[src/rtl/dma_req_arbiter_pkg.sv]
// Shared definitions for the DMA request arbiter: register map, STAT/CTRL
// bit positions and the grant FSM encoding.
package dma_req_arbiter_pkg;

  localparam logic [11:0] ADDR_CTRL     = 12'h000;
  localparam logic [11:0] ADDR_STAT     = 12'h004;
  localparam logic [11:0] ADDR_XFER_CNT = 12'h008;

  localparam int CTRL_EN_BIT   = 31;
  localparam int STAT_BUSY_BIT = 0;
  localparam int STAT_TMO_BIT  = 1;
  localparam int STAT_GIDX_LSB = 8;
  localparam int STAT_EIDX_LSB = 16;
  localparam int XFER_W        = 16;

  typedef enum logic [1:0] {
    ST_IDLE  = 2'd0,
    ST_GRANT = 2'd1,
    ST_CLR   = 2'd2,
    ST_GAP   = 2'd3
  } arb_state_t;

endpackage

[src/rtl/dma_req_arbiter_if.sv]
// APB slave port plus the requester/DMAC handshake of the arbiter.
interface dma_req_arbiter_if #(
  parameter int N_REQ = 3,
  parameter int IDX_W = 3
);
  logic              apb_psel;
  logic              apb_penable;
  logic              apb_pwrite;
  logic [11:0]       apb_paddr;
  logic [31:0]       apb_pwdata;
  logic [31:0]       apb_prdata;
  logic [N_REQ-1:0]  req_in;
  logic [N_REQ-1:0]  clr_out;
  logic              dma_breq;
  logic              dma_clr;
  logic              grant_valid;
  logic [IDX_W-1:0]  grant_idx;

  modport slave (
    input  apb_psel, apb_penable, apb_pwrite, apb_paddr, apb_pwdata,
    input  req_in, dma_clr,
    output apb_prdata, clr_out, dma_breq, grant_valid, grant_idx
  );

  modport master (
    output apb_psel, apb_penable, apb_pwrite, apb_paddr, apb_pwdata,
    output req_in, dma_clr,
    input  apb_prdata, clr_out, dma_breq, grant_valid, grant_idx
  );
endinterface

[src/rtl/dma_req_arbiter_rr_pick.sv]
// Round-robin search: first set candidate starting just after i_ptr, wrapping.
module dma_req_arbiter_rr_pick #(
  parameter int N_REQ = 3,
  parameter int IDX_W = 3
) (
  input  logic [N_REQ-1:0] i_cand,
  input  logic [IDX_W-1:0] i_ptr,
  output logic [IDX_W-1:0] o_idx,
  output logic             o_valid
);

  logic [2*N_REQ-1:0] w_dbl;
  logic [2*N_REQ-1:0] w_shifted;
  logic [N_REQ-1:0]   w_rot;

  // Rotating a doubled copy puts candidate (ptr+1+k) mod N at bit k.
  assign w_dbl     = {i_cand, i_cand};
  assign w_shifted = w_dbl >> (int'(i_ptr) + 1);
  assign w_rot     = w_shifted[N_REQ-1:0];

  always_comb begin
    o_idx   = '0;
    o_valid = 1'b0;
    for (int k = N_REQ - 1; k >= 0; k--) begin
      if (w_rot[k]) begin
        o_idx   = IDX_W'((int'(i_ptr) + 1 + k) % N_REQ);
        o_valid = 1'b1;
      end
    end
  end

endmodule

[src/rtl/dma_req_arbiter.sv]
// Shares one DMAC burst-request channel among N_REQ requesters, round-robin,
// with an APB register window for control, status and transfer counting.
module dma_req_arbiter
  import dma_req_arbiter_pkg::*;
#(
  parameter int N_REQ       = 3,
  parameter int IDX_W       = 3,
  parameter int TIMEOUT_CYC = 4096
) (
  input  logic              apb_clock,
  input  logic              resetn,
  dma_req_arbiter_if.slave  bus
);

  localparam int TMO_W = (TIMEOUT_CYC > 2) ? $clog2(TIMEOUT_CYC) : 1;

  arb_state_t        r_state;
  arb_state_t        w_state_next;
  logic [N_REQ-1:0]  r_mask;
  logic              r_arb_en;
  logic              r_tmo_err;
  logic [IDX_W-1:0]  r_err_idx;
  logic [IDX_W-1:0]  r_grant_idx;
  logic [IDX_W-1:0]  r_rr_ptr;
  logic [TMO_W-1:0]  r_tmo_cnt;
  logic [XFER_W-1:0] r_xfer_cnt;
  logic [31:0]       r_prdata;

  logic [N_REQ-1:0]  w_cand;
  logic [IDX_W-1:0]  w_pick_idx;
  logic              w_pick_valid;
  logic              w_grant_start;
  logic              w_clr_hit;
  logic              w_timeout;
  logic              w_setup;
  logic              w_wr;
  logic              w_busy;
  logic [31:0]       w_rd_data;

  assign w_cand  = bus.req_in & r_mask;
  assign w_setup = bus.apb_psel & ~bus.apb_penable & ~bus.apb_pwrite;
  assign w_wr    = bus.apb_psel & bus.apb_penable & bus.apb_pwrite;
  assign w_busy  = (r_state == ST_GRANT) || (r_state == ST_CLR);

  dma_req_arbiter_rr_pick #(.N_REQ(N_REQ), .IDX_W(IDX_W)) u_rr_pick (
    .i_cand  (w_cand),
    .i_ptr   (r_rr_ptr),
    .o_idx   (w_pick_idx),
    .o_valid (w_pick_valid)
  );

  always_ff @(posedge apb_clock or negedge resetn) begin
    if (!resetn) r_state <= ST_IDLE;
    else         r_state <= w_state_next;
  end

  // A clear arriving on the timeout cycle wins and is counted as normal.
  always_comb begin
    w_state_next  = r_state;
    w_grant_start = 1'b0;
    w_clr_hit     = 1'b0;
    w_timeout     = 1'b0;
    case (r_state)
      ST_IDLE: begin
        if (r_arb_en && w_pick_valid) begin
          w_state_next  = ST_GRANT;
          w_grant_start = 1'b1;
        end
      end
      ST_GRANT: begin
        if (bus.dma_clr) begin
          w_state_next = ST_CLR;
          w_clr_hit    = 1'b1;
        end else if (r_tmo_cnt == TMO_W'(TIMEOUT_CYC - 1)) begin
          w_state_next = ST_GAP;
          w_timeout    = 1'b1;
        end
      end
      ST_CLR:  w_state_next = ST_GAP;
      ST_GAP:  w_state_next = ST_IDLE;
      default: w_state_next = ST_IDLE;
    endcase
  end

  always_comb begin
    w_rd_data = '0;
    case (bus.apb_paddr)
      ADDR_CTRL: begin
        w_rd_data[N_REQ-1:0]   = r_mask;
        w_rd_data[CTRL_EN_BIT] = r_arb_en;
      end
      ADDR_STAT: begin
        w_rd_data[STAT_BUSY_BIT]               = w_busy;
        w_rd_data[STAT_TMO_BIT]                = r_tmo_err;
        w_rd_data[STAT_GIDX_LSB +: IDX_W]      = r_grant_idx;
        w_rd_data[STAT_EIDX_LSB +: IDX_W]      = r_err_idx;
      end
      ADDR_XFER_CNT: w_rd_data[XFER_W-1:0] = r_xfer_cnt;
      default:       w_rd_data = '0;
    endcase
  end

  always_ff @(posedge apb_clock or negedge resetn) begin
    if (!resetn) begin
      r_mask      <= '0;
      r_arb_en    <= 1'b0;
      r_tmo_err   <= 1'b0;
      r_err_idx   <= '0;
      r_grant_idx <= '0;
      r_rr_ptr    <= '0;
      r_tmo_cnt   <= '0;
      r_xfer_cnt  <= '0;
      r_prdata    <= '0;
    end else begin
      if (w_grant_start) begin
        r_grant_idx <= w_pick_idx;
        r_rr_ptr    <= w_pick_idx;
      end
      r_tmo_cnt <= (r_state == ST_GRANT) ? r_tmo_cnt + TMO_W'(1) : '0;
      if (w_timeout) begin
        r_tmo_err <= 1'b1;
        r_err_idx <= r_grant_idx;
      end else if (w_wr && bus.apb_paddr == ADDR_STAT && bus.apb_pwdata[STAT_TMO_BIT]) begin
        r_tmo_err <= 1'b0;
      end
      if (w_wr && bus.apb_paddr == ADDR_XFER_CNT) r_xfer_cnt <= '0;
      else if (w_clr_hit)                          r_xfer_cnt <= r_xfer_cnt + 16'd1;
      if (w_wr && bus.apb_paddr == ADDR_CTRL) begin
        r_mask   <= bus.apb_pwdata[N_REQ-1:0];
        r_arb_en <= bus.apb_pwdata[CTRL_EN_BIT];
      end
      if (w_setup) r_prdata <= w_rd_data;
    end
  end

  assign bus.dma_breq    = (r_state == ST_GRANT);
  assign bus.grant_valid = w_busy;
  assign bus.grant_idx   = r_grant_idx;
  assign bus.apb_prdata  = r_prdata;

  for (genvar gi = 0; gi < N_REQ; gi++) begin : g_clr
    assign bus.clr_out[gi] = (r_state == ST_CLR) && (r_grant_idx == IDX_W'(gi));
  end

endmodule
[src/flat_wrapper.sv]
// flat-port wrapper written by rule: the top's interface ports become plain ports
module dma_req_arbiter_flat import dma_req_arbiter_pkg::*;
#(
  parameter int N_REQ       = 3,
  parameter int IDX_W       = 3,
  parameter int TIMEOUT_CYC = 4096
)
  (apb_clock, resetn, bus_apb_psel, bus_apb_penable, bus_apb_pwrite, bus_apb_paddr, bus_apb_pwdata, bus_req_in, bus_dma_clr, bus_apb_prdata, bus_clr_out, bus_dma_breq, bus_grant_valid, bus_grant_idx);
  dma_req_arbiter_if #(.N_REQ(N_REQ), .IDX_W(IDX_W)) bus_i ();
  input  logic apb_clock;
  input  logic resetn;
  input wire logic [$bits(bus_i.apb_psel)-1:0] bus_apb_psel;
  input wire logic [$bits(bus_i.apb_penable)-1:0] bus_apb_penable;
  input wire logic [$bits(bus_i.apb_pwrite)-1:0] bus_apb_pwrite;
  input wire logic [$bits(bus_i.apb_paddr)-1:0] bus_apb_paddr;
  input wire logic [$bits(bus_i.apb_pwdata)-1:0] bus_apb_pwdata;
  input wire logic [$bits(bus_i.req_in)-1:0] bus_req_in;
  input wire logic [$bits(bus_i.dma_clr)-1:0] bus_dma_clr;
  output wire logic [$bits(bus_i.apb_prdata)-1:0] bus_apb_prdata;
  output wire logic [$bits(bus_i.clr_out)-1:0] bus_clr_out;
  output wire logic [$bits(bus_i.dma_breq)-1:0] bus_dma_breq;
  output wire logic [$bits(bus_i.grant_valid)-1:0] bus_grant_valid;
  output wire logic [$bits(bus_i.grant_idx)-1:0] bus_grant_idx;
  assign bus_i.apb_psel = bus_apb_psel;
  assign bus_i.apb_penable = bus_apb_penable;
  assign bus_i.apb_pwrite = bus_apb_pwrite;
  assign bus_i.apb_paddr = bus_apb_paddr;
  assign bus_i.apb_pwdata = bus_apb_pwdata;
  assign bus_i.req_in = bus_req_in;
  assign bus_i.dma_clr = bus_dma_clr;
  assign bus_apb_prdata = bus_i.apb_prdata;
  assign bus_clr_out = bus_i.clr_out;
  assign bus_dma_breq = bus_i.dma_breq;
  assign bus_grant_valid = bus_i.grant_valid;
  assign bus_grant_idx = bus_i.grant_idx;
  dma_req_arbiter #(.N_REQ(N_REQ), .IDX_W(IDX_W), .TIMEOUT_CYC(TIMEOUT_CYC)) u_core (.apb_clock(apb_clock), .resetn(resetn), .bus(bus_i));
endmodule
[config.mk]
export PLATFORM = sky130hd
export DESIGN_NAME = dma_req_arbiter_flat
export DESIGN_NICKNAME = d
export VERILOG_FILES = /design/src/rtl/dma_req_arbiter_pkg.sv /design/src/rtl/dma_req_arbiter_if.sv /design/src/rtl/dma_req_arbiter_rr_pick.sv /design/src/rtl/dma_req_arbiter.sv /design/src/flat_wrapper.sv
export SDC_FILE = /design/constraint.sdc
export NUM_CORES = 1
export LEC_CHECK = 0
export BUFFER_PORTS_ARGS = -buffer_cell sky130_fd_sc_hd__buf_4
export CAP_MARGIN = 20
export CORE_AREA = 2 2 117 91
export DETAILED_ROUTE_END_ITERATION = 8
export DIE_AREA = 0 0 119 93
export PLACE_DENSITY = 0.73
export SLEW_MARGIN = 20
export SYNTH_ARGS = -nofsm -noshare
export SYNTH_HDL_FRONTEND = slang
export SYNTH_HIERARCHICAL = 1
export SYNTH_SLANG_ARGS = --single-unit
[constraint.sdc]
create_clock -name apb_clock -period 5.3 [get_ports apb_clock]
set_input_delay 0.265 -clock apb_clock [delete_from_list [all_inputs] [get_ports apb_clock]]
set_output_delay 0.265 -clock apb_clock [all_outputs]
set_load 0.1 [all_outputs]
## Word-level counts from Yosys, hierarchy flattened

Cells that the tools add are included.

- Output and inout bits: 40
- Register bits after elaboration: 61
- Bits of input ports: 53
- Word-level logic and storage cells: 79

- Reduce and logical (&&, ||, !) cells: 15
- Shift-type cells: 1
- Add/subtract/negate cells: 5
- Equality and inequality tests: 10
- Bitwise gates (word level): 7
- Divide/modulo/power cells: 3
- Mux-type cells: 29

Operators with widths:

| cell | number |
|---|---|
| remainder unit 32 x 3 -> 32 bit, second input constant | 3 |
| adder 32 x 2 -> 32 bit, second input constant | 1 |
| adder 32 x 3 -> 32 bit, second input constant | 1 |
| 2-to-1 mux 16 bit | 2 |
| >> shifter 6 x 32 -> 3 bit | 1 |
| adder 16 x 1 -> 16 bit, second input constant | 1 |
| 2-to-1 mux 1 bit | 13 |
| adder 12 x 1 -> 12 bit, second input constant | 1 |
| == test 12 bit, second input constant | 1 |
| == test 12 x 3 -> 1 bit, second input constant | 1 |
| == test 12 x 4 -> 1 bit, second input constant | 1 |
| logical NOT 12 bit | 1 |
| 2-to-1 mux 12 bit | 1 |
| 2-to-1 mux 3 bit | 4 |
| 2-to-1 mux 5 bit | 2 |
| logical AND 1 bit | 8 |
| case mux 2 bit (4 select lines) | 1 |
| 2-to-1 mux 2 bit | 3 |
| case mux 2 bit (3 select lines) | 1 |
| case mux 3 bit (2 select lines) | 1 |
| adder 3 x 1 -> 4 bit, second input constant | 1 |
| bitwise AND 1 bit | 4 |
| == test 2 bit, second input constant | 2 |
| nonzero test 2 bit | 2 |
| other kinds (12) | 13 |

## Depth between registers and ports, before layout

Gate-level depths: netlist (run 1).

- Word-level depth: 8
- Gate-level depth with buffers: 25
- Mapped depth without buffers: 23

## Hierarchy

Netlist (run 1), hierarchy kept.

By module, submodules not included:

| module | cells an instance | times used | area an instance (µm²) | seq. area each (µm²) |
|---|---|---|---|---|
| dma_req_arbiter | 280 | 1 | 3001.6 | 1526.5 |
| dma_req_arbiter_rr_pick | 222 | 1 | 1652.8 | 0.0 |

## Worst setup path after synthesis (run 1)

Ideal clock, no wire load.

- Kind: flip-flop to flip-flop
- From: register u_core.r_rr_ptr[1]
- To: register u_core.r_rr_ptr[1]
- Path slack: -1.065 ns
- Stages on the path, launching flop included: 26
- Required time: 5.173 ns
- Buffers on the path: 2
- Library setup time: 0.127 ns
- Arrival time: 6.238 ns
- Clock period less this slack: 6.365 ns
- Cell sequence: dfrtp_1 -> clkbuf_1 -> inv_1 -> ha_1 -> ha_1 -> nor2b_1 -> or2_4 -> ha_1 -> clkbuf_1 -> nand2b_1 -> o21ai_0 -> nor2_1 -> nand2_1 -> o21ai_0 -> ha_1 -> or3_1 -> nor3_1 -> xnor2_1 -> ha_1 -> or2_2 -> a311o_1 -> nor4b_4 -> mux2i_1 -> o22a_1 -> o31ai_1 -> mux2_2

- Elaborated cells on any way between the ends: 16
- Classes of those cells: add/sub: 3; div: 3; shift: 1; mux: 8; reduce/logical: 1

RTL lines:

| element | RTL line | text |
|---|---|---|
| start, declared | dma_req_arbiter.sv:24 | `logic [IDX_W-1:0] r_rr_ptr;` |
| start signal, assigned | dma_req_arbiter.sv:117 | `r_rr_ptr <= w_pick_idx;` |
| adder 3 x 1 -> 4 bit * | dma_req_arbiter_rr_pick.sv:18, dma_req_arbiter_rr_pick.sv:26 |  |
| adder 32 x 3 -> 32 bit | dma_req_arbiter_rr_pick.sv:26 | `o_idx = IDX_W'((int'(i_ptr) + 1 + k) % N_REQ);` |
| remainder unit 32 x 3 -> 32 bit | dma_req_arbiter_rr_pick.sv:26 |  |
| 2-to-1 mux 3 bit (2 in series) | dma_req_arbiter_rr_pick.sv:25 | `if (w_rot[k]) begin` |
| 2-to-1 mux 3 bit * | dma_req_arbiter_rr_pick.sv:25 |  |
| net u_core.w_pick_idx[1] | dma_req_arbiter.sv:30 | `logic [IDX_W-1:0] w_pick_idx;` |

The timed path passes the listed nets; every way through them passes the cells marked *.
A chain may end at the register's enable or synchronous reset.

## Worst setup path after layout (run 1)

- From: register u_core.r_rr_ptr[0]
- To: register u_core.r_rr_ptr[0]

Same word-level chain as after synthesis.

==> impl_metrics.tcl, run 1 <==
set metrics [dict create \
    track_usage_pct 20.9 \
    worstSkewPairLatency_ns 0.33 \
    yosys-top-cells-count "dfrtp_1 (61), nor2_1 (41), nand2_1 (32), ha_1 (28), xnor2_1 (24)" \
    hold_viol_final 1 \
    use_met3_pct 6.04 \
    period_minus_slack_ns 5.13 \
    cts_tree "done" \
    p_int_uw 960 \
    swShare_pct 34.1 \
    vias 3985 \
    reg2reg_depth 24 \
    setup_viol 0 \
    synth_flop_cell "dfrtp_1" \
    grt_antenna_before_repair 0 \
    fp.dieH_um 93 \
    wirelength_mm 11.0 \
    hold_slack_ns -0.00313 \
    areaGrowthSynthToFinish_pct 20.7 \
    cts_made_buffers 9 \
    yosys.area.top_type "dfrtp_1" \
    ys_ff_latch 61 \
    drc_errors 0 \
    fin_skew_ns 0.00702 \
    ir_drop_mv 0.251 \
    nNetsFinal 646 \
    core_mm2 0.00997 \
    fp.dieW_um 119 \
    hp-class "input port to async pin" \
    initial_utilization_pct 46.7 \
    cts.sinks 61 \
    violations "negative hold slack" \
    via_per_inst 5.64 \
    clkTransAtPathRegs_ns 0.05 \
    cp-end-kind "register" \
    start_kind "register" \
    p_seq_share_pct 36.3 \
    p_per_area_mw_per_mm2 259 \
    critPathKind "register to register" \
    critical_path_arrival_ns 5.34 \
    first_iter_violations 254 \
    drive_gt1_share_pct 25.8 \
    fin_cells 706 \
    use_met1_pct 30.3 \
    numPortBuffers 52 \
    p_leak_nw 2.60 \
    ctsHtreeMaxLevel 3 \
    first_pass_iters 5 \
    dp_cells 687 \
    grt_overflow 0 \
    num_rows 32 \
    synthTopCellsByArea "dfrtp_1 (33%), ha_1 (7.5%), xnor2_1 (4.5%)" \
    p_clk_share_pct 39.6 \
    yosysMostFrequentCell "dfrtp_1" \
    grt_pass1_wl_mm 18.7 \
    grt_max_degree 62 \
    die-area_mm2 0.0111 \
    ant_nets 0 \
    busiest_layer "met2" \
    max_slew_margin_pct 49.3 \
    fmax_mhz 195 \
    p_comb_share_pct 24.1 \
    synth_area_mm2 0.00465 \
    status "complete, but fails checks" \
    postSynthAreaPerCell_um2 9.27 \
    globalRouteMet2Util_pct 31.8 \
    crit_required_ns 5.51 \
    fin_setup_tns_ns 0 \
    ios 93 \
    netlist.area_leader.share_pct 32.8 \
    wire_per_inst_um 15.6 \
    finalPower_mw 1.46 \
    worst_pin_slew_ns 0.760 \
    synth_edf_count 0 \
    cts.path.max_buffers 2 \
    critPathMaxFanout 6 \
    ys_seq_area_share_pct 32.8 \
    fin_crit_sh_pct 96.8 \
    antennaDiodeCount 0 \
    final_cell_area_mm2 0.00562 \
    cap_violations 0 \
    final_max_slew_viol_count 0 \
    nFillCells 888 \
    yosysWarnings 6 \
    gp_congestion 0.874 \
    switchingPower_uw 496 \
    dp_hpwl_mm 8.22 \
    synth_cell_types 80 \
    postSynthCellCount 502 \
    place_area_mm2 0.00525 \
    async_reset_ff_share_pct 100 \
    cts_root_buffer "clkbuf_16" \
    grt_pass1_vias 3773 \
]
layout make-up:
| class | count | area (um2) | share of cell area (%) |
|---|---|---|---|
| Clock buffer | 12 | 246 | 4.39 |
| Tap cell | 136 | 170 | 3.03 |
| Multi-Input combinational cell | 396 | 2970 | 52.9 |
| Inverter | 23 | 92.6 | 1.65 |
| Clock inverter | 4 | 47.5 | 0.846 |
| Timing Repair Buffer | 74 | 556 | 9.89 |
| Sequential cell | 61 | 1540 | 27.3 |
per-stage QoR:
step	setup WS [ns]	utilization (%)	hold WS [ns]
floorplan	0.00884	-	-0.0306
global placement	0.211	52.6	0.379
detailed placement	0.104	52.6	0.391
CTS	0.0768	55.6	0.0361
global route	-0.000703	56.4	0.0686
finish	0.171	56.4	-0.00313
sequential cells by signal, indices dropped and copies added, names as in the netlist:
name and cells:
u_core/bus.apb_prdata 20, u_core/r_xfer_cnt 16, u_core/r_err_idx 3, u_core/r_tmo_err 1, u_core/r_state 2, u_core/r_arb_en 1, u_core/r_rr_ptr 3, u_core/r_mask 3
u_core/r_tmo_cnt 12
worst max-delay path, stage by stage, from the launching register on:
cell and delay, ns:
dfrtp_4 0.50, ha_2 0.22, xor2_2 0.15, ha_2 0.19, nor2b_1 0.15, or2_4 0.25, ha_4 0.18, nand2b_4 0.16
o21ai_4 0.17, nor2_1 0.08, nand2_1 0.07, o21ai_0 0.08, ha_2 0.19, or3_4 0.40, nor3_4 0.13, xnor2_1 0.12
ha_1 0.22, or2_2 0.29, a311o_1 0.38, nor4b_4 0.31, buf_4 0.16, o2bb2ai_1 0.05, o22ai_1 0.16, o31ai_1 0.11
mux2_2 0.28
power groups by stage:
| stage | Sequential, mW | Clock [mW] | Combinational, mW |
|---|---|---|---|
| floorplan | 0.524 | 0 | 0.290 |
| global placement | 0.533 | 0 | 0.344 |
| detailed placement | 0.536 | 0 | 0.352 |
| CTS | 0.528 | 0.585 | 0.353 |
| global route | 0.533 | 0.609 | 0.380 |
| finish | 0.529 | 0.576 | 0.351 |
per-layer routing:
metal,part of all wire [%],vias up
met5,0,-
met4,0.58,0
met3,5.5,8
met2,44,117
met1,50,1941
li1,-,1919
path summary, 6_finish.rpt:
path	from	to	slack (ns)
worst max-delay path	u_core/r_rr_ptr[0]	u_core/r_rr_ptr[0]	0.17
worst min-delay path	resetn	u_core/bus.apb_prdata[3]	-0.003
worst max register to register	u_core/r_rr_ptr[0]	u_core/r_rr_ptr[0]	0.17
worst min register to register	u_core/bus.apb_prdata[10]	u_core/bus.apb_prdata[10]	0.47
max in group asynchronous	resetn	u_core/r_rr_ptr[0]	4.71
min in group apb_clock	bus_apb_pwdata[0]	u_core/r_mask[0]	0.18
what timing repair did:
item | CTS | global route
hold endpoints to repair | 0 | 0
endpoints found under the setup margin | 0 | 3
gates resized for setup | 0 | 13
hold buffers | 0 | 0
buffers inserted | 0 | 3
cells in the final DEF, fill, tap and decap left out, types with 14 or more instances in the layout:
cell type	instances
and2_1	14
a21oi_1	16
o21ai_0	19
nor3_1	15
nand2_1	31
nor2_1	41
xnor2_1	24
a22o_1	14
ha_1	22
buf_4	74
dfrtp_1	58
inv_1	20
nand3_1	21
cell families after synthesis:
logic type / count (synthesis) / synth area share, %
AO/OA/AOI/OAI: 103 / 16.7
XOR/XNOR: 34 / 7.04
adder cells (fa/ha/maj): 28 / 7.53
buffers and inverters: 56 / 6.51
flip-flops: 61 / 32.8
multiplexers: 22 / 5.05
other: 1 / 0.0806
AND/OR/NAND/NOR: 197 / 24.2
No activity file was read; power rests on OpenSTA's default activity.
==> run 2: changes to the inputs <==
- CORE_AREA: 2 2 117 91 -> 2 2 114 89
- DIE_AREA: 0 0 119 93 -> 0 0 116 91
- SYNTH_HIERARCHICAL: 1 -> default
==> impl_metrics.tcl, run 2 <==
set metrics [dict create \
    status "finished clean" \
    synth_flop_cell "dfrtp_1" \
    yosys-top-cells-count "dfrtp_1 (61), nand2_1 (58), nor2_1 (53), nand3_1 (30), ha_1 (27)" \
    final_max_slew_viol_count 0 \
    final_common_cell "buf_4" \
    cts_setup_buffers 0 \
    synthTopCellsByArea "dfrtp_1 (35%), ha_1 (7.6%), nand2_1 (4.9%)" \
    drive_gt1_share_pct 19.4 \
    p_leak_nw 2.44 \
    wirelength_mm 10.7 \
    fmax_mhz 205 \
    gp_congestion 0.942 \
    grt_max_degree 62 \
    vias 3913 \
    hp-class "input port to async pin" \
    synth_edf_count 0 \
    place_area_mm2 0.00493 \
    synth_cell_types 65 \
    start_kind "register" \
    areaGrowthSynthToFinish_pct 19.5 \
    dp_cells 684 \
    final_cell_mix "buf_4 (66), dfrtp_1 (59), nand2_1 (58)" \
    critical_path_arrival_ns 5.07 \
    nNetsFinal 643 \
    worstSkewPairLatency_ns 0.33 \
    yosys.area.top_type "dfrtp_1" \
    num_rows 31 \
    final_cell_area_mm2 0.00528 \
    cts.path.max_buffers 2 \
    grt_pass1_wl_mm 17.7 \
    core_mm2 0.00939 \
    cap_violations 0 \
    numPortBuffers 52 \
    cts_tree "done" \
    grt_antenna_before_repair 0 \
    initial_utilization_pct 47.1 \
    critPathMaxFanout 9 \
    ctsHtreeMaxLevel 3 \
    ys_seq_area_share_pct 34.5 \
    dp_slack_ns 0.320 \
    grt_pass1_vias 3621 \
    first_iter_violations 257 \
    period_minus_slack_ns 4.88 \
    postSynthAreaPerCell_um2 8.69 \
    track_usage_pct 20.9 \
    finalPower_mw 1.61 \
    worst_pin_slew_ns 1.02 \
    worst_slack_ns 0.424 \
    hold_viol_final 0 \
    setup_viol 0 \
    fp.dieW_um 116 \
    cts.sinks 61 \
    fin_cells 700 \
    crit_required_ns 5.49 \
    cts_made_buffers 9 \
    fin_crit_sh_pct 92.0 \
    die-area_mm2 0.0106 \
    grt_overflow 0 \
    fin_setup_tns_ns 0 \
    synth_area_mm2 0.00442 \
    fp.dieH_um 91 \
    ys_ff_latch 61 \
    yosysWarnings 0 \
    fin_skew_ns 0.00630 \
    dp_hpwl_mm 7.84 \
    hold_slack_ns 0.0149 \
    netlist.area_leader.share_pct 34.5 \
    cts_root_buffer "clkbuf_16" \
    ios 93 \
    async_reset_ff_share_pct 100 \
    max_slew_margin_pct 31.6 \
    final_util_pct 56.3 \
    wire_per_inst_um 15.3 \
    grt_setup_unrepaired "no" \
    ir_drop_mv 0.192 \
    via_per_inst 5.59 \
    clkTransAtPathRegs_ns 0.05 \
    postSynthCellCount 509 \
    largest_reg_flops 20 \
    yosysMostFrequentCell "dfrtp_1" \
    p_per_area_mw_per_mm2 306 \
    antennaDiodeCount 0 \
    first_pass_iters 5 \
    ant_nets 0 \
    critPathKind "register to register" \
    drc_errors 0 \
    cp-end-kind "register" \
]
-- run 2: power by group --
part           total (mW)  switching (mW)  internal, mW
Clock               0.666           0.207         0.459
Combinational       0.408           0.312        0.0965
Sequential          0.540          0.0387         0.501
-- run 2: final timing paths --
check / slack [ns] / cells past startpoint / end / startpoint
max in group asynchronous: 4.74 / 1 / u_core.bus.grant_idx[0] / resetn
worst min-delay path: 0.01 / 1 / u_core.bus.apb_prdata[13] / resetn
worst min register to register: 0.46 / 2 / u_core.bus.apb_prdata[16] / u_core.bus.apb_prdata[16]
worst max register to register: 0.42 / 19 / u_core.bus.grant_idx[1] / u_core.bus.grant_idx[0]
worst max-delay path: 0.42 / 19 / u_core.bus.grant_idx[1] / u_core.bus.grant_idx[0]
min in group apb_clock: 0.17 / 2 / u_core.r_mask[0] / bus_apb_pwdata[0]
-- run 2: critical path, stage by stage (launching register included) --
cell	delay, ns
dfrtp_2	0.50
ha_1	0.27
xor2_1	0.29
ha_1	0.29
ha_1	0.27
ha_1	0.36
nand2b_1	0.19
a2111oi_1	0.51
a31oi_1	0.15
ha_1	0.24
a211oi_1	0.20
nand3b_1	0.15
xnor2_1	0.16
ha_1	0.22
nor2_1	0.12
o221a_2	0.20
and2_1	0.18
o21ai_0	0.14
a211oi_2	0.18
o22ai_1	0.11
-- run 2: final cells by class --
class / count / area (um2)
clock buffers: 10 / 229
flip-flops and latches: 61 / 1530
multi-input cells: 408 / 2690
clock inverters: 6 / 111
inverters: 17 / 63.8
well taps: 132 / 165
fillers: 851 / 4100
repair buffers: 66 / 495
-- run 2: timing repair --
action,CTS,global route
resized for setup,0,4
setup endpoints to repair,0,3
endpoints found under the hold margin,0,0
hold buffers,0,0
-- run 2: logic make-up after synthesis --
| family | count (synthesis) | synth area share [%] |
|---|---|---|
| simple gates | 214 | 23.9 |
| compound gates | 104 | 16.7 |
| flops | 61 | 34.5 |
| buf+inv | 51 | 5.86 |
| xor+xnor | 35 | 7.30 |
| fa+ha+maj | 27 | 7.64 |
| mux | 16 | 4.07 |
| other cells | 1 | 0.0848 |
-- run 2: layer usage --
metal	vias to the layer above	wire, um	track usage [%]
met4	0	180	5.06
met1	1818	5060	29.7
li1	1915	-	-
met5	-	0	0
met2	161	4840	32.4
met3	19	650	4.67
==> run 3: changes to the inputs <==
- ABC_AREA: default -> 1
- CORE_AREA: 2 2 114 89 -> 2 2 116 90
- DIE_AREA: 0 0 116 91 -> 0 0 118 92
- PLACE_DENSITY: 0.73 -> 0.72
==> impl_metrics.tcl, run 3 <==
set metrics [dict create \
    critPathKind "register to register" \
    grt_setup_unrepaired "no" \
    dp_slack_ns 0.568 \
    final_util_pct 53.9 \
    cts.sinks 61 \
    cts.path.max_buffers 2 \
    p_leak_nw 2.79 \
    fp.dieH_um 92 \
    crit_required_ns 5.51 \
    netlist.area_leader.share_pct 33.7 \
    status "finished clean" \
    track_usage_pct 20.6 \
    final_max_slew_viol_count 0 \
    dp_hpwl_mm 8.48 \
    ant_nets 0 \
    nNetsFinal 756 \
    final_common_cell "nand2_1" \
    cts_root_buffer "clkbuf_16" \
    num_rows 32 \
    numPortBuffers 52 \
    antennaDiodeCount 0 \
    yosysMostFrequentCell "nand2_1" \
    drive_gt1_share_pct 16.7 \
    fin_cells 817 \
    synth_flop_cell "dfrtp_1" \
    yosys.area.top_type "dfrtp_1" \
    p_clk_share_pct 35.1 \
    setup_viol 0 \
    ios 93 \
    async_reset_ff_share_pct 100 \
    synth_edf_count 0 \
    yosys-top-cells-count "nand2_1 (121), inv_1 (96), dfrtp_1 (61), nor2_1 (51), nand3_1 (46)" \
    synth_area_mm2 0.00453 \
    fin_setup_tns_ns 0 \
    cap_violations 0 \
    areaGrowthSynthToFinish_pct 17.6 \
    cp-end-kind "register" \
    fp.dieW_um 118 \
    ctsHoldBuffers 0 \
    nFillCells 953 \
    grt_max_degree 62 \
    grt_pass1_vias 3917 \
    start_kind "register" \
    cts_made_buffers 9 \
    ys_ff_latch 61 \
    first_pass_iters 5 \
    cts_setup_buffers 0 \
    wire_per_inst_um 13.5 \
    finalPower_mw 1.64 \
    dp_cells 801 \
    p_comb_share_pct 30.0 \
    drc_errors 0 \
    cts_tree "done" \
    die-area_mm2 0.0109 \
    max_slew_margin_pct 35.4 \
    gp_congestion 0.899 \
    worst_slack_ns 0.534 \
    ctsResizeCount 0 \
    final_cell_area_mm2 0.00533 \
    ctsHtreeMaxLevel 3 \
    place_area_mm2 0.00503 \
    clkTransAtPathRegs_ns 0.05 \
    period_minus_slack_ns 4.77 \
    critPathMaxFanout 9 \
    core_mm2 0.00989 \
    postSynthCellCount 619 \
    grt_overflow 0 \
    worstSkewPairLatency_ns 0.33 \
    hold_viol_final 0 \
    grt_antenna_before_repair 0 \
    ys_seq_area_share_pct 33.7 \
    synth_cell_types 46 \
    postSynthAreaPerCell_um2 7.32 \
    fin_skew_ns 0.00715 \
    critical_path_arrival_ns 4.98 \
    grt_pass1_wl_mm 18.1 \
    synthTopCellsByArea "dfrtp_1 (34%), nand2_1 (10%), inv_1 (8.0%)" \
    cp_slowest_cell "dfrtp_1" \
    hold_slack_ns 0.0166 \
    first_iter_violations 316 \
    p_seq_share_pct 34.9 \
    p_int_mw 1.02 \
    fin_crit_sh_pct 89.9 \
    initial_utilization_pct 45.8 \
    fmax_mhz 210 \
    vias 4301 \
    cp_common_cell "nand2_1" \
    final_cell_mix "nand2_1 (121), inv_1 (96), dfrtp_1 (61)" \
    swShare_pct 37.6 \
    wirelength_mm 11.1 \
    p_per_area_mw_per_mm2 308 \
    ir_drop_mv 0.333 \
    largest_reg_flops 20 \
    yosysWarnings 0 \
    via_per_inst 5.26 \
    hp-class "input port to async pin" \
    worst_pin_slew_ns 0.961 \
    switchingPower_uw 618 \
    cp_slowest_stage_delay_ns 0.50 \
]
-- run 3: cell count changes after synthesis, moves of 12 or more --
cell / before / now
and2_1: 19 / 1
inv_1: 14 / 96
nand2_1: 58 / 121
nand2_2: 0 / 12
nand3_1: 30 / 46
nor3_1: 2 / 24
xnor2_1: 21 / 4
-- run 3: area by class of cell --
type	instances	area [um2]	area share, %
well taps	136	170	3.19
clock buffers	12	246	4.63
multi-input cells	445	2530	47.5
repair buffers	56	420	7.89
inverters	103	387	7.26
flip-flops and latches	61	1530	28.7
clock inverters	4	47.5	0.893
-- run 3: critical path, delay by kind of cell (launching register included) --
kind          cells  cell delay, ns
simple gates     16            1.76
fa+ha+maj         6            1.62
flops             1            0.50
xor+xnor          2            0.48
buf+inv           3            0.27
-- run 3: worst paths after layout --
path | from | slack, ns | end | cells after the start
worst max-delay path | u_core.bus.grant_idx[0] | 0.53 | u_core.bus.grant_idx[0] | 27
worst min-delay path | resetn | 0.02 | u_core.bus.apb_prdata[6] | 1
worst max register to register | u_core.bus.grant_idx[0] | 0.53 | u_core.bus.grant_idx[0] | 27
worst min register to register | u_core.r_tmo_cnt[0] | 0.47 | u_core.r_tmo_cnt[0] | 1
max in group asynchronous | resetn | 4.78 | u_core.r_arb_en | 1
min in group apb_clock | bus_apb_pwdata[0] | 0.18 | u_core.r_mask[0] | 2
-- run 3: power by group through the flow --
stage | logic (mW) | clock network (mW) | registers [mW]
finish | 0.492 | 0.576 | 0.574
global route | 0.533 | 0.597 | 0.583
CTS | 0.491 | 0.579 | 0.573
detailed placement | 0.486 | 0 | 0.580
global placement | 0.474 | 0 | 0.575
floorplan | 0.343 | 0 | 0.604
-- run 3: kinds of logic after synthesis --
logic type	count (synthesis)	share of synthesized area, %
AND/OR/NAND/NOR	299	31.8
adder cells (fa/ha/maj)	27	7.46
XOR/XNOR	15	3.07
AO/OA/AOI/OAI	89	11.8
flip-flops	61	33.7
other	1	0.0828
multiplexers	3	0.718
buffers and inverters	124	11.4
-- run 3: metal layers --
metal | vias up | GRT usage, % | part of all wire (%)
li1 | 2130 | - | -
met2 | 134 | 34.3 | 46
met1 | 2021 | 27.3 | 47
met3 | 16 | 4.29 | 5.5
met5 | - | 0 | 0
met4 | 0 | 5.62 | 1.2
